<file path="config.mk">
export PLATFORM = sky130hd
export DESIGN_NAME = wb_commit
export DESIGN_NICKNAME = d
export VERILOG_FILES = /design/src/rtl/wb_commit.sv
export SDC_FILE = /design/constraint.sdc
export NUM_CORES = 1
export LEC_CHECK = 0
export ABC_AREA = 1
export BUFFER_PORTS_ARGS = -buffer_cell sky130_fd_sc_hd__buf_2
export CORE_ASPECT_RATIO = 1.75
export CORE_MARGIN = 2
export CORE_UTILIZATION = 55
export CTS_BUF_LIST = sky130_fd_sc_hd__clkbuf_2 sky130_fd_sc_hd__clkbuf_4 sky130_fd_sc_hd__clkbuf_8
export CTS_CLUSTER_DIAMETER = 100
export DETAILED_ROUTE_END_ITERATION = 8
export PLACE_DENSITY = 0.95
export RECOVER_POWER = 50
export REMOVE_ABC_BUFFERS = 1
export SETUP_SLACK_MARGIN = 0.4
export SYNTH_ARGS = -nofsm -noshare
export SYNTH_HDL_FRONTEND = slang
export SYNTH_SLANG_ARGS = --single-unit
</file>
<file path="constraint.sdc">
create_clock -name clk -period 2.93 [get_ports clk]
set_input_delay 0.4395 -clock clk [delete_from_list [all_inputs] [get_ports clk]]
set_output_delay 0.4395 -clock clk [all_outputs]
set_load 0.02 [all_outputs]
</file>
<file path="src/rtl/wb_commit.sv">
`default_nettype none
// ============================================================================
// Module   : wb_commit
// Purpose  : Writeback/commit stage. Merges in-order pipeline results (with
//            load alignment) and FIFO-buffered long-unit results into one
//            registered register-file write per cycle, and keeps the busy
//            scoreboard. Optional macro WB_BLOCK_CNT_EN adds a saturating
//            drain-blocked cycle counter.
// Revision : 1.0 - initial release
// ============================================================================
module wb_commit #(
    parameter int LU_FIFO_DEPTH = 2,
    parameter int CNT_W         = 16
) (
    input  logic             clk,
    input  logic             rst_n,
    input  logic             pipe_valid,
    input  logic [4:0]       pipe_rd,
    input  logic             pipe_is_load,
    input  logic [2:0]       pipe_ld_type,
    input  logic [1:0]       pipe_addr_lo,
    input  logic [31:0]      pipe_data,
    input  logic             lu_issue,
    input  logic [4:0]       lu_issue_rd,
    input  logic             lu_done_valid,
    input  logic [4:0]       lu_done_rd,
    input  logic [31:0]      lu_done_data,
    output logic             lu_done_ready,
    output logic             rf_we,
    output logic [4:0]       rf_wa,
    output logic [31:0]      rf_wd,
    output logic [31:0]      busy,
    output logic [CNT_W-1:0] blk_cnt
);

    localparam int             AW     = $clog2(LU_FIFO_DEPTH);
    localparam int             CW     = AW + 1;
    localparam logic [CW-1:0]  C_FULL = CW'(LU_FIFO_DEPTH);

    logic [4:0]    fifo_rd_q   [LU_FIFO_DEPTH];
    logic [31:0]   fifo_data_q [LU_FIFO_DEPTH];
    logic [AW-1:0] wr_ptr_q, wr_ptr_d, rd_ptr_q, rd_ptr_d;
    logic [CW-1:0] cnt_q, cnt_d;

    logic          rf_we_q, rf_we_d;
    logic [4:0]    rf_wa_q, rf_wa_d;
    logic [31:0]   rf_wd_q, rf_wd_d;
    logic [31:0]   busy_q, busy_d;

    logic          w_full, w_empty, w_push, w_pop, w_pipe_win;
    logic [7:0]    w_byte;
    logic [15:0]   w_half;
    logic [31:0]   w_pipe_wd;

    assign w_full        = (cnt_q == C_FULL);
    assign w_empty       = (cnt_q == '0);
    assign lu_done_ready = !w_full;
    assign w_pipe_win    = pipe_valid && (pipe_rd != 5'd0);
    // Results for x0 are accepted but never stored.
    assign w_push        = lu_done_valid && !w_full && (lu_done_rd != 5'd0);
    assign w_pop         = !w_pipe_win && !w_empty;

    always_comb begin
        w_byte = pipe_data[7:0];
        case (pipe_addr_lo)
            2'd1:    w_byte = pipe_data[15:8];
            2'd2:    w_byte = pipe_data[23:16];
            2'd3:    w_byte = pipe_data[31:24];
            default: w_byte = pipe_data[7:0];
        endcase
        w_half    = pipe_addr_lo[1] ? pipe_data[31:16] : pipe_data[15:0];
        w_pipe_wd = pipe_data;
        if (pipe_is_load) begin
            case (pipe_ld_type)
                3'b000:  w_pipe_wd = {{24{w_byte[7]}}, w_byte};
                3'b001:  w_pipe_wd = {{16{w_half[15]}}, w_half};
                3'b100:  w_pipe_wd = {24'd0, w_byte};
                3'b101:  w_pipe_wd = {16'd0, w_half};
                default: w_pipe_wd = pipe_data;
            endcase
        end
    end

    always_comb begin
        rf_we_d  = 1'b0;
        rf_wa_d  = rf_wa_q;
        rf_wd_d  = rf_wd_q;
        busy_d   = busy_q;
        wr_ptr_d = wr_ptr_q;
        rd_ptr_d = rd_ptr_q;
        cnt_d    = cnt_q + CW'(w_push) - CW'(w_pop);
        if (w_pipe_win) begin
            rf_we_d = 1'b1;
            rf_wa_d = pipe_rd;
            rf_wd_d = w_pipe_wd;
        end else if (!w_empty) begin
            rf_we_d  = 1'b1;
            rf_wa_d  = fifo_rd_q[rd_ptr_q];
            rf_wd_d  = fifo_data_q[rd_ptr_q];
            busy_d[fifo_rd_q[rd_ptr_q]] = 1'b0;
            rd_ptr_d = rd_ptr_q + 1'b1;
        end
        if (w_push)
            wr_ptr_d = wr_ptr_q + 1'b1;
        // Set is applied after clear so a same-cycle issue keeps the bit.
        if (lu_issue && (lu_issue_rd != 5'd0))
            busy_d[lu_issue_rd] = 1'b1;
        busy_d[0] = 1'b0;
    end

    always_ff @(posedge clk or negedge rst_n) begin
        if (!rst_n) begin
            rf_we_q  <= 1'b0;
            rf_wa_q  <= 5'd0;
            rf_wd_q  <= 32'd0;
            busy_q   <= 32'd0;
            wr_ptr_q <= '0;
            rd_ptr_q <= '0;
            cnt_q    <= '0;
        end else begin
            rf_we_q  <= rf_we_d;
            rf_wa_q  <= rf_wa_d;
            rf_wd_q  <= rf_wd_d;
            busy_q   <= busy_d;
            wr_ptr_q <= wr_ptr_d;
            rd_ptr_q <= rd_ptr_d;
            cnt_q    <= cnt_d;
        end
    end

    always_ff @(posedge clk) begin
        if (w_push) begin
            fifo_rd_q[wr_ptr_q]   <= lu_done_rd;
            fifo_data_q[wr_ptr_q] <= lu_done_data;
        end
    end

    assign rf_we = rf_we_q;
    assign rf_wa = rf_wa_q;
    assign rf_wd = rf_wd_q;
    assign busy  = busy_q;

`ifdef WB_BLOCK_CNT_EN
    logic [CNT_W-1:0] blk_cnt_q, blk_cnt_d;

    always_comb begin
        blk_cnt_d = blk_cnt_q;
        if (w_pipe_win && !w_empty && (blk_cnt_q != {CNT_W{1'b1}}))
            blk_cnt_d = blk_cnt_q + 1'b1;
    end

    always_ff @(posedge clk or negedge rst_n) begin
        if (!rst_n)
            blk_cnt_q <= '0;
        else
            blk_cnt_q <= blk_cnt_d;
    end

    assign blk_cnt = blk_cnt_q;
`else
    assign blk_cnt = '0;
`endif

endmodule
`default_nettype wire
</file>
==> reports/metrics.csv <==
stage,metric,value,unit
sta,max-slew violations,74,
worst_setup_path,crit start category,flop,
power_and_ir_drop,Sw Ratio,41.65,%
worst_setup_path,Crit path largest cell delay,0.49,ns
clocking,"Reg clk slew, reported paths",0.10,ns
clocking,cts repair resizes,0,
synthesis,Yosys reg bits,147,
power_and_ir_drop,Seq pwr share,42.7,%
status,failing checks,"capacitance limit, slew limit",
clocking,Clock Tree Root,clkbuf_8,
sta,unrepaired setup endpoints after global routing,no,
drt,# DRC,0,
floorplanning,row cnt,53,
global_routing,All-Layer GR Usage,27.54,%
drt,Antenna Nets Post-Route,0,
floorplanning,Core Region,12000,sq um
clocking,clock sinks,147,
placement,RD Place Congestion,0.8895,
clocking,worst-case clock buffer depth,2,
sta,Layout Skew,0.01781,ns
worst_setup_path,Critical Path RT,3.01,ns
cells_and_area,nets,990,
synthesis,sequential area share after synthesis,59.76,%
synthesis,Avg Synthesized Cell Area,9.181,sq um
cells_and_area,"commonest non-fill, non-tap cell in the layout",nand2_1,
worst_setup_path,"Buf+Inv Stages, Crit Path",1,
drt,vias per cell,5.442,
synthesis,post-synthesis async set-or-reset flop share,49.66,%
worst_setup_path,Slowest cell on crit path,buf_4,
worst_setup_path,"delay-heaviest family, CP",simple AND/OR/NAND/NOR gates,
sta,setup TNS,0,ns
synthesis,Netlist cell types,34,
power_and_ir_drop,Comb pwr share,36.9,%
cells_and_area,Area growth syn-to-layout,17.58,%
global_routing,largest net degree at the start of global routing,74,
placement,"Cell Area, Placed",7652,sq um
clocking,# hold bufs at CTS,0,
power_and_ir_drop,Power Internal,4.439,mW
worst_setup_path,FF-to-FF End,fifo_data_q[1][26],
worst_setup_path,R2R setup slack,0.83,ns
clocking,Post-CTS Setup Bufs,0,
floorplanning,die area,13260,sq um
worst_setup_path,Worst Reg-to-Reg Cells,4,
synthesis,ys flop type,edfxtp_1,
drt,Routed Wire Length,17660,um
global_routing,gr ovfl total,0,
cells_and_area,post-layout util,66.37,%
cells_and_area,Finished Layout Cells,1076,
floorplanning,die span in y,150.8,um
placement,dpl cells,1044,
synthesis,mapped cell area,6775,sq um
flow_run,max-cap violations,1,
floorplanning,Initial Util,56.45,%
worst_setup_path,kind of critical path,flop to flop,
min_path,Hold Crit Endpoint,fifo_data_q[1][23],
sta,Hold WS,0.1774,ns
drt,first-pass iteration count of the detailed router,5,
floorplanning,IO Count,177,
status,outcome,finished with violations,
clocking,CTS tree,built,
cells_and_area,fill count,954,
min_path,Hold Crit Start,lu_done_data[23],
worst_setup_path,Critical R2R Launch,cnt_q[1],
sta,Fin. Hold Viols,0,
placement,port buffer count,159,
synthesis,cell count after synthesis,738,
power_and_ir_drop,overall power,7.608,mW
power_and_ir_drop,clock power share,20.4,%
power_and_ir_drop,Psw,3.168,mW
worst_setup_path,Worst EP arrival,2.18,ns
min_path,Hold Crit Class,input port to flop,
clocking,total CTS buffers,17,
worst_setup_path,CP max FO,32,
floorplanning,Die Wd,87.90,um
sta,final setup fails,0,
cells_and_area,post-route design area,7966,sq um
cells_and_area,"leading cell types in the layout, fill and taps excluded","nand2_1 (276), buf_2 (107), o21ai_0 (77)",
global_routing,first-pass GRT wire length,27590,um
power_and_ir_drop,Leak,3.754,nW
sta,worst slew pin tran,1.889,ns
power_and_ir_drop,maximum resistive drop on vdd,0.6883,mV
drt,detailed-route via count,5856,
sta,Final Cycle Share,71.57,%
power_and_ir_drop,PwrDens,955.0,nW/um^2
sta,Final WS setup,0.8330,ns
synthesis,synth warn,0,
placement,dpl ws,0.7240,ns
synthesis,Post-synth EDFFs,74,
drt,Iter 0 DRT Violations,432,
global_routing,vias in the first global route,5933,
sta,Rel. slew slack,-25.92,%
clocking,H-tree depth,4,
placement,detailed placer's ending HPWL,12820,um
sta,fmax,476.9,MHz
cells_and_area,# diodes,0,
sta,Final Critical Period,2.097,ns
global_routing,antenna violations before repair,0,
worst_setup_path,critical path cell sequence,"nand2_1, nand3_1, nor2_1, buf_4",
min_path,Hold Path Stages,1,
worst_setup_path,endpoint type of the worst setup path,flop,
clocking,clk_lat worst skew,0.45,ns
cells_and_area,layout cells sized above 1,18.99,%
drt,wire per inst,16.42,um
[Yosys cell counts, types with 3 or more instances]
| cell type | n | area, sq um |
|---|---|---|
| mux2i_1 | 3 | 30.03 |
| nand2_2 | 5 | 31.28 |
| nand2_1 | 276 | 1036 |
| nor3_1 | 6 | 30.03 |
| o21bai_1 | 7 | 52.55 |
| buf_4 | 21 | 157.7 |
| o211ai_1 | 18 | 135.1 |
| inv_1 | 51 | 191.4 |
| edfxtp_1 | 74 | 2222 |
| nor2_1 | 29 | 108.9 |
| a21oi_1 | 6 | 30.03 |
| buf_6 | 3 | 33.78 |
| buf_2 | 10 | 50.05 |
| clkbuf_1 | 6 | 22.52 |
| dfrtp_1 | 73 | 1827 |
| o21ai_1 | 3 | 15.01 |
| nand4_1 | 4 | 25.02 |
| or2_2 | 7 | 43.79 |
| nand3_1 | 34 | 170.2 |
| inv_2 | 6 | 22.52 |
| o21ai_0 | 77 | 385.4 |
[logic make-up after synthesis]
kind of cell / Yosys count / share of synthesized area [%]
AOI/OAI and AO/OA: 114 / 9.511
xor gates and xnor gates: 4 / 0.5172
adders and majority gates: 2 / 0.3693
buffers and inverters: 99 / 7.165
DFF: 147 / 59.76
muxes: 3 / 0.4432
other: 1 / 0.05535
and+or+nand+nor: 368 / 22.18
[routing by layer]
layer,part of all wire (%),GRT usage [%],vias up,wire [um]
met3,8.0,5.886,90,1413
met1,34,30.11,2694,5944
met4,5.9,17.38,0,1039
met2,52,47.50,364,9265
met5,0,0,-,0
li1,-,-,2708,-
[how the worst max path moves through the flow]
stage,from,endpoint,depth (start not counted)
2_1_floorplan,cnt_q[1],fifo_data_q[0][0],3
3_3_place_gp,pipe_rd[2],cnt_q[0],9
3_5_place_dp,pipe_rd[2],rf_wd[13],10
4_1_cts,cnt_q[1],fifo_data_q[1][20],4
5_1_grt,cnt_q[0],fifo_data_q[1][1],5
6_report,cnt_q[1],fifo_data_q[1][26],4
[sequential cells by signal, indices dropped and copies added (netlist names)]
signal / count
fifo_data_q: 64
rf_wd: 32
busy: 31
fifo_rd_q: 10
rf_wa: 5
cnt_q: 2
rd_ptr_q: 1
rf_we: 1
wr_ptr_q: 1
[final cells by class]
class / count / area [sq um] / area share [%]
clock buffer: 18 / 247.7 / 3.110
clock inverter: 14 / 140.1 / 1.759
inverter: 58 / 217.7 / 2.733
multi-input combinational: 508 / 2308 / 28.98
sequential: 147 / 4049 / 50.82
tap: 165 / 206.4 / 2.591
timing repair buffer: 166 / 797.0 / 10.00
[power groups by stage]
stage / clock network (mW) / logic (mW) / registers (mW)
global route: 1.65 / 3.10 / 3.30
detailed placement: 0 / 2.86 / 3.26
floorplan: 0 / 1.22 / 3.78
finish: 1.55 / 2.81 / 3.25
CTS: 1.57 / 2.87 / 3.23
global placement: 0 / 2.74 / 3.24
(Power assumes the default switching activity.)
